<file path="src/rtl/cpu_types_pkg.sv">
`default_nettype none
// ============================================================================
//  Module      : cpu_types_pkg
//  Description : Shared types for the instruction cache: word type, cache FSM
//                state enum, address-field layout for the default geometry,
//                and the legal associativity / block-size values.
//  Revision    : 1.0 - initial release
// ============================================================================
package cpu_types_pkg;

    localparam int WORD_W = 32;
    typedef logic [WORD_W-1:0] word_t;

    // Legal geometry values for the instruction cache.
    localparam int ICACHE_WAYS_MIN = 1;
    localparam int ICACHE_WAYS_MAX = 2;
    localparam int ICACHE_BLOCK_WORDS_MIN = 1;
    localparam int ICACHE_BLOCK_WORDS_MAX = 4;

    typedef enum logic {
        IDLE = 1'b0,
        FILL = 1'b1
    } icache_state_t;

    // Address-field template for the default geometry (8 sets, 2 words/block).
    localparam int ICACHE_TAG_W    = 26;
    localparam int ICACHE_IDX_W    = 3;
    localparam int ICACHE_BLKOFF_W = 1;

    typedef struct packed {
        logic [ICACHE_TAG_W-1:0]    tag;
        logic [ICACHE_IDX_W-1:0]    idx;
        logic [ICACHE_BLKOFF_W-1:0] blkoff;
        logic [1:0]                 bytoff;
    } icachef_t;

    function automatic logic icache_ways_legal(input int ways);
        return (ways == 1) || (ways == 2);
    endfunction

    function automatic logic icache_block_words_legal(input int bw);
        return (bw == 1) || (bw == 2) || (bw == 4);
    endfunction

endpackage : cpu_types_pkg
`default_nettype wire

</file>
<file path="src/rtl/icache_way.sv">
`default_nettype none
// ============================================================================
//  Module      : icache_way
//  Description : Storage for one cache way: per-set valid bit, tag and block
//                data. Asynchronous read of one word; word write port used
//                during a fill and a line-validate port that writes the tag.
//  Ports       : CLK, nRST        - clock, async active-low reset (valid only)
//                inv              - clear every valid bit at the next edge
//                rd_idx/rd_off    - read set index / word offset
//                rd_valid/rd_tag/rd_word - read results
//                wr_word_en/wr_idx/wr_off/wr_word - data word write
//                wr_line_en/wr_tag - mark line at wr_idx valid with wr_tag
//  Revision    : 1.0 - initial release
// ============================================================================
module icache_way
    import cpu_types_pkg::*;
#(
    parameter int SETS        = 8,
    parameter int BLOCK_WORDS = 2,
    parameter int TAG_W       = 26,
    parameter int IDX_W       = 3,
    parameter int OFF_W       = 1
) (
    input  logic             CLK,
    input  logic             nRST,
    input  logic             inv,
    input  logic [IDX_W-1:0] rd_idx,
    input  logic [OFF_W-1:0] rd_off,
    output logic             rd_valid,
    output logic [TAG_W-1:0] rd_tag,
    output word_t            rd_word,
    input  logic             wr_word_en,
    input  logic [IDX_W-1:0] wr_idx,
    input  logic [OFF_W-1:0] wr_off,
    input  word_t            wr_word,
    input  logic             wr_line_en,
    input  logic [TAG_W-1:0] wr_tag
);

    logic [SETS-1:0]  valid_q;
    logic [SETS-1:0]  valid_d;
    logic [TAG_W-1:0] tag_q  [SETS];
    word_t            data_q [SETS][BLOCK_WORDS];

    // Invalidate wins over a same-cycle validate.
    always_comb begin
        valid_d = valid_q;
        if (inv) begin
            valid_d = '0;
        end else if (wr_line_en) begin
            valid_d[wr_idx] = 1'b1;
        end
    end

    always_ff @(posedge CLK or negedge nRST) begin
        if (!nRST) begin
            valid_q <= '0;
        end else begin
            valid_q <= valid_d;
        end
    end

    // Tag and data arrays carry no reset; valid bits gate their use.
    always_ff @(posedge CLK) begin
        if (wr_word_en) begin
            data_q[wr_idx][wr_off] <= wr_word;
        end
        if (wr_line_en) begin
            tag_q[wr_idx] <= wr_tag;
        end
    end

    assign rd_valid = valid_q[rd_idx];
    assign rd_tag   = tag_q[rd_idx];
    assign rd_word  = data_q[rd_idx][rd_off];

endmodule : icache_way
`default_nettype wire

</file>
<file path="src/rtl/assoc_icache.sv">
`default_nettype none
// ============================================================================
//  Module      : assoc_icache
//  Description : Set-associative (1 or 2 way) blocking instruction cache with
//                zero-cycle hits and a word-by-word block fill from memory.
//  Ports       : CLK, nRST            - clock, async active-low reset
//                imemREN, imemaddr    - datapath fetch request / byte address
//                ihit, imemload       - hit flag and fetched word (0 on miss)
//                inv                  - invalidate all lines (aborts a fill)
//                iREN, iaddr          - memory read request / word address
//                iwait, iload         - memory busy flag / read data
//  Revision    : 1.0 - initial release
// ============================================================================
module assoc_icache
    import cpu_types_pkg::*;
#(
    parameter int SETS        = 8,
    parameter int WAYS        = 2,
    parameter int BLOCK_WORDS = 2
) (
    input  logic  CLK,
    input  logic  nRST,
    input  logic  imemREN,
    input  word_t imemaddr,
    output logic  ihit,
    output word_t imemload,
    input  logic  inv,
    output logic  iREN,
    output word_t iaddr,
    input  logic  iwait,
    input  word_t iload
);

    localparam int IDX_W = $clog2(SETS);
    localparam int BLK_W = $clog2(BLOCK_WORDS);
    localparam int OFF_W = (BLK_W > 0) ? BLK_W : 1;
    localparam int TAG_W = WORD_W - 2 - BLK_W - IDX_W;
    localparam logic [OFF_W-1:0] LAST_WORD = OFF_W'(BLOCK_WORDS - 1);

    // ------------------------------------------------------------------
    // Request address fields
    // ------------------------------------------------------------------
    logic [TAG_W-1:0] req_tag;
    logic [IDX_W-1:0] req_idx;
    logic [OFF_W-1:0] req_off;

    assign req_tag = imemaddr[WORD_W-1 -: TAG_W];
    assign req_idx = imemaddr[2+BLK_W +: IDX_W];

    if (BLK_W > 0) begin : g_blkoff
        assign req_off = imemaddr[2 +: BLK_W];
    end else begin : g_noblkoff
        assign req_off = '0;
    end

    // Byte offset is irrelevant for word fetches.
    logic unused_bytoff;
    assign unused_bytoff = ^imemaddr[1:0];

    // ------------------------------------------------------------------
    // State
    // ------------------------------------------------------------------
    icache_state_t    state_q,  state_d;
    logic [TAG_W-1:0] tag_q,    tag_d;
    logic [IDX_W-1:0] idx_q,    idx_d;
    logic [OFF_W-1:0] cnt_q,    cnt_d;
    logic             victim_q, victim_d;

    // ------------------------------------------------------------------
    // Ways
    // ------------------------------------------------------------------
    logic             way_valid [WAYS];
    logic [TAG_W-1:0] way_tag   [WAYS];
    word_t            way_word  [WAYS];
    logic [WAYS-1:0]  way_match;
    logic [WAYS-1:0]  way_wr_word;
    logic [WAYS-1:0]  way_wr_line;
    logic             fill_word_en;
    logic             fill_done;

    for (genvar w = 0; w < WAYS; w++) begin : g_way
        icache_way #(
            .SETS        (SETS),
            .BLOCK_WORDS (BLOCK_WORDS),
            .TAG_W       (TAG_W),
            .IDX_W       (IDX_W),
            .OFF_W       (OFF_W)
        ) u_way (
            .CLK        (CLK),
            .nRST       (nRST),
            .inv        (inv),
            .rd_idx     (req_idx),
            .rd_off     (req_off),
            .rd_valid   (way_valid[w]),
            .rd_tag     (way_tag[w]),
            .rd_word    (way_word[w]),
            .wr_word_en (way_wr_word[w]),
            .wr_idx     (idx_q),
            .wr_off     (cnt_q),
            .wr_word    (iload),
            .wr_line_en (way_wr_line[w]),
            .wr_tag     (tag_q)
        );

        assign way_match[w]   = way_valid[w] && (way_tag[w] == req_tag);
        assign way_wr_word[w] = fill_word_en && (int'(victim_q) == w);
        assign way_wr_line[w] = fill_done    && (int'(victim_q) == w);
    end

    // ------------------------------------------------------------------
    // Hit detection and victim choice
    // ------------------------------------------------------------------
    logic  hit_any;
    logic  hit_way;
    word_t hit_word;
    logic  lru_way;
    logic  victim_sel;

    always_comb begin
        hit_any  = 1'b0;
        hit_way  = 1'b0;
        hit_word = '0;
        for (int w = 0; w < WAYS; w++) begin
            if (way_match[w]) begin
                hit_any  = 1'b1;
                hit_way  = 1'(w);
                hit_word = way_word[w];
            end
        end
    end

    // Descending scan so the lowest-numbered invalid way wins; when every
    // way is valid the LRU way is evicted.
    always_comb begin
        victim_sel = lru_way;
        for (int w = WAYS - 1; w >= 0; w--) begin
            if (!way_valid[w]) begin
                victim_sel = 1'(w);
            end
        end
    end

    // ------------------------------------------------------------------
    // LRU tracking (only meaningful with two ways)
    // ------------------------------------------------------------------
    logic             lru_touch;
    logic [IDX_W-1:0] lru_touch_idx;
    logic             lru_touch_way;

    if (WAYS == 2) begin : g_lru
        // lru_q[set] holds the index of the least recently used way.
        logic [SETS-1:0] lru_q;
        logic [SETS-1:0] lru_d;

        always_comb begin
            lru_d = lru_q;
            if (inv) begin
                lru_d = '0;
            end else if (lru_touch) begin
                lru_d[lru_touch_idx] = ~lru_touch_way;
            end
        end

        always_ff @(posedge CLK or negedge nRST) begin
            if (!nRST) begin
                lru_q <= '0;
            end else begin
                lru_q <= lru_d;
            end
        end

        assign lru_way = lru_q[req_idx];
    end else begin : g_nolru
        assign lru_way = 1'b0;

        logic unused_lru;
        assign unused_lru = ^{lru_touch, lru_touch_idx, lru_touch_way};
    end

    // ------------------------------------------------------------------
    // Fill address: always starts from block word 0
    // ------------------------------------------------------------------
    word_t fill_addr;

    if (BLK_W > 0) begin : g_faddr_blk
        assign fill_addr = {tag_q, idx_q, cnt_q, 2'b00};
    end else begin : g_faddr_word
        assign fill_addr = {tag_q, idx_q, 2'b00};
    end

    // ------------------------------------------------------------------
    // FSM
    // ------------------------------------------------------------------
    always_comb begin
        state_d       = state_q;
        tag_d         = tag_q;
        idx_d         = idx_q;
        cnt_d         = cnt_q;
        victim_d      = victim_q;
        ihit          = 1'b0;
        imemload      = '0;
        iREN          = 1'b0;
        iaddr         = '0;
        fill_word_en  = 1'b0;
        fill_done     = 1'b0;
        lru_touch     = 1'b0;
        lru_touch_idx = req_idx;
        lru_touch_way = hit_way;

        case (state_q)
            IDLE: begin
                if (imemREN) begin
                    if (hit_any) begin
                        ihit      = 1'b1;
                        imemload  = hit_word;
                        lru_touch = 1'b1;
                    end else begin
                        state_d  = FILL;
                        tag_d    = req_tag;
                        idx_d    = req_idx;
                        cnt_d    = '0;
                        victim_d = victim_sel;
                    end
                end
            end

            FILL: begin
                iREN  = 1'b1;
                iaddr = fill_addr;
                // The request inputs are ignored here: the latched block
                // always completes unless invalidated.
                if (inv) begin
                    state_d = IDLE;
                end else if (!iwait) begin
                    fill_word_en = 1'b1;
                    if (cnt_q == LAST_WORD) begin
                        fill_done     = 1'b1;
                        state_d       = IDLE;
                        lru_touch     = 1'b1;
                        lru_touch_idx = idx_q;
                        lru_touch_way = victim_q;
                    end else begin
                        cnt_d = cnt_q + OFF_W'(1);
                    end
                end
            end

            default: begin
                state_d = IDLE;
            end
        endcase
    end

    always_ff @(posedge CLK or negedge nRST) begin
        if (!nRST) begin
            state_q  <= IDLE;
            tag_q    <= '0;
            idx_q    <= '0;
            cnt_q    <= '0;
            victim_q <= 1'b0;
        end else begin
            state_q  <= state_d;
            tag_q    <= tag_d;
            idx_q    <= idx_d;
            cnt_q    <= cnt_d;
            victim_q <= victim_d;
        end
    end

endmodule : assoc_icache
`default_nettype wire
</file>
<file path="config.mk">
export PLATFORM = sky130hd
export DESIGN_NAME = assoc_icache
export DESIGN_NICKNAME = d
export VERILOG_FILES = /design/src/rtl/cpu_types_pkg.sv /design/src/rtl/icache_way.sv /design/src/rtl/assoc_icache.sv
export SDC_FILE = /design/constraint.sdc
export NUM_CORES = 2
export LEC_CHECK = 0
export ABC_CLOCK_PERIOD_IN_PS = 4100
export BUFFER_PORTS_ARGS = -buffer_cell sky130_fd_sc_hd__buf_2
export CAP_MARGIN = 0
export CORE_UTILIZATION = 60
export CTS_BUF_LIST = sky130_fd_sc_hd__clkbuf_4 sky130_fd_sc_hd__clkbuf_8 sky130_fd_sc_hd__clkbuf_16
export DETAILED_ROUTE_END_ITERATION = 6
export PLACE_DENSITY = 0.78
export SETUP_SLACK_MARGIN = 0.15
export SKIP_CTS_REPAIR_TIMING = 1
export SYNTH_ARGS = -nofsm -noshare
export SYNTH_HDL_FRONTEND = slang
export SYNTH_HIERARCHICAL = 1
export SYNTH_SLANG_ARGS = --single-unit
</file>
<file path="constraint.sdc">
create_clock -name CLK -period 4.1 [get_ports CLK]
set_input_delay 0.205 -clock CLK [delete_from_list [all_inputs] [get_ports CLK]]
set_output_delay 0.205 -clock CLK [all_outputs]
set_load 0.05 [all_outputs]
</file>
==> flow_summary.json <==
{
  "drc": 0,
  "powerDensity_mw_per_mm2": 489,
  "final_util_pct": 70.9,
  "portBuffers": 130,
  "violations": "negative setup slack",
  "maxCapViolCount": 0,
  "grt_pass1_vias": 30600,
  "finalCriticalPeriod_ns": 4.27,
  "post_drt_via_cell_ratio": 6.90,
  "h-tree-depth": 4,
  "status": "complete, but fails checks",
  "synth_edf_count": 1440,
  "timing.fmax_mhz": 234,
  "wirelength_um": 152000,
  "rsz0062_at_grt": "true",
  "ys_types": 47,
  "nets": 3057,
  "path_clk_slew_ns": 0.06,
  "finalHoldViolations": 0,
  "rows": 113,
  "area_growth_pct": 16.2,
  "fin_skew_ns": 0.0353,
  "worstSkewPairLatency_ns": 0.76,
  "worstPathRequired_ns": 3.89,
  "worst_slew_pin_slew_ns": 1.03,
  "drive_above_1_share_pct": 35.1,
  "grt_use_total_pct": 30.2,
  "cp_max_fo": 8,
  "firstDrtPassIters": 6,
  "gp_congestion": 0.863,
  "post_dp_cell_area_mm2": 0.0617,
  "tns_ns": -1.44,
  "layout_commonest_cell": "edfxtp_1",
  "p_leak_nw": 22.1,
  "wl_per_cell_um": 34.7,
  "numCtsBuffers": 145,
  "antenna_found_initial": 5,
  "ant_nets": 0,
  "drv_slew": 0,
  "die_area_mm2": 0.0984,
  "synth.avg_cell_area_um2": 22.0,
  "crit_type": "reg -> out",
  "ys_seq_area_share_pct": 76.6,
  "fp.dieH_um": 314,
  "worst_slew_margin_rel_pct": 31.2,
  "critPathCaptureType": "primary output",
  "cts.sinks": 1496,
  "clock-root-buffer": "clkbuf_16",
  "grt_max_degree": 139,
  "worstSetupStartpointType": "flop",
  "start_util_pct": 61.0,
  "synth_top_flop_cell": "edfxtp_1",
  "design_area_mm2": 0.0677,
  "core_area_mm2": 0.0956,
  "postSynth.asyncResetShare_pct": 3.74,
  "synth-seq-cells": 1496,
  "grt_pass1_wl_um": 210000,
  "final_cell_mix": "edfxtp_1, mux4_2, clkbuf_16",
  "ir_worst_vdd_mv": 0.514,
  "hp-class": "in -> async",
  "dp_slack_ns": -0.0408,
  "setup_viol": 26,
  "synth-warning-count": 6,
  "synth_area_mm2": 0.0583,
  "route.vias.total": 30200,
  "overflow": 0,
  "syn_inst": 2654,
  "ios": 135,
  "worstPathArrival_ns": 4.07,
  "die_w_um": 314,
  "cts.path.max_buffers": 3,
  "fill_cells": 5342,
  "cts_tree": "yes",
  "power_w": 0.0331,
  "setup_ws_ns": -0.173,
  "dp_hpwl_um": 76400,
  "drt_iter0_drc": 4457,
  "period_share_pct": 104
}
==> area by class of cell <==
class                   count  area (um^2)  area share (%)
clock buffers             193         4090            6.03
flip-flops and latches   1496        44600            65.9
multi-input cells        1018        13800            20.4
well taps                1265         1580            2.34
diodes                      5         12.5          0.0185
repair buffers            325         2990            4.41
clock inverters            68          583           0.861
inverters                   2         7.51          0.0111
==> sequential cells by signal, indices dropped and copies added (netlist names) <==
register,count
g_lru.lru_q,8
idx_q,3
g_way.u_way/tag_q,416
state_q,1
cnt_q,1
tag_q,26
g_way.u_way/data_q,1024
victim_q,1
g_way.u_way/valid_q,16
==> cell usage after synthesis, drive strengths merged (2+ instances only) <==
library cell	number	area share, %
mux2	86	1.8
inv	2	0.013
a22oi	128	1.6
clkbuf	48	0.31
o21ba	2	0.034
and2	33	0.35
nand3b	5	0.064
xnor2	40	0.60
nor3	3	0.026
edfxtp	1440	74
or3b	3	0.045
or2	3	0.032
dfrtp	56	2.4
nor4bb	2	0.034
mux4	366	14
xor2	16	0.24
a21o	9	0.12
and4	2	0.030
or4	3	0.051
nand4	19	0.23
o22a	8	0.12
nor2	111	0.71
nor4	5	0.064
a21oi	6	0.051
nand3	3	0.026
buf	91	0.97
nand2b	7	0.075
mux2i	37	0.64
nor2b	24	0.26
nand2	81	0.52
a31oi	8	0.086
==> metrics by stage <==
stage / std cells / hold WS (ns)
floorplan: 2655 / -0.0906
global placement: 4038 / 0.405
global route: 4368 / 0.248
finish: 4372 / 0.189
CTS: 4299 / -0.375
detailed placement: 4038 / 0.429
==> cell families (layout without fill, tap and decap cells) <==
kind of cell              count (synthesis)  count (layout)  share of synthesized area (%)
DFF                                    1496            1496                           76.6
muxes                                   489             489                           16.6
and+or+nand+nor                         305             305                           2.53
AOI/OAI and AO/OA                       166             166                           2.16
buffers and inverters                   141             588                           1.29
xor gates and xnor gates                 56              56                          0.841
other                                     1               7                        0.00643
==> power by group <==
part	total [W]	switching, W	internal (W)
sequential	0.0176	0.000440	0.0172
clock	0.0131	0.00568	0.00743
combinational	0.00235	0.00145	0.000907
==> critical path, stage by stage, from the launching register on <==
cell	delay, ns
edfxtp_1	0.38
mux4_2	0.47
mux2_2	0.29
xnor2_1	0.25
nand4_1	0.22
nor4_4	0.45
nand2_4	0.23
clkbuf_16	0.28
mux2i_4	0.33
nor2_1	0.10
buf_4	0.15
buf_6	0.14
==> per-layer routing <==
layer	track usage, %	share of wire, %	vias to the layer above
li1	-	-	11700
met1	39.9	34	15700
met2	49.5	50	2332
met3	6.28	12	436
met4	12.9	4.4	2
met5	0	0.0072	-
==> final timing paths <==
path	startpoint	to	cells after the start	slack, ns
min in group CLK	imemREN	cnt_q	4	0.30
max in group asynchronous	nRST	g_lru.lru_q[3]	3	3.34
worst max register to register	g_way[1].u_way/tag_q[7][19]	state_q	10	0.38
worst max-delay path	g_way[1].u_way/tag_q[7][22]	imemload[11]	11	-0.17
worst min register to register	g_lru.lru_q[0]	g_lru.lru_q[0]	1	0.50
worst min-delay path	nRST	tag_q[6]	3	0.19
(Power assumes the default switching activity.)
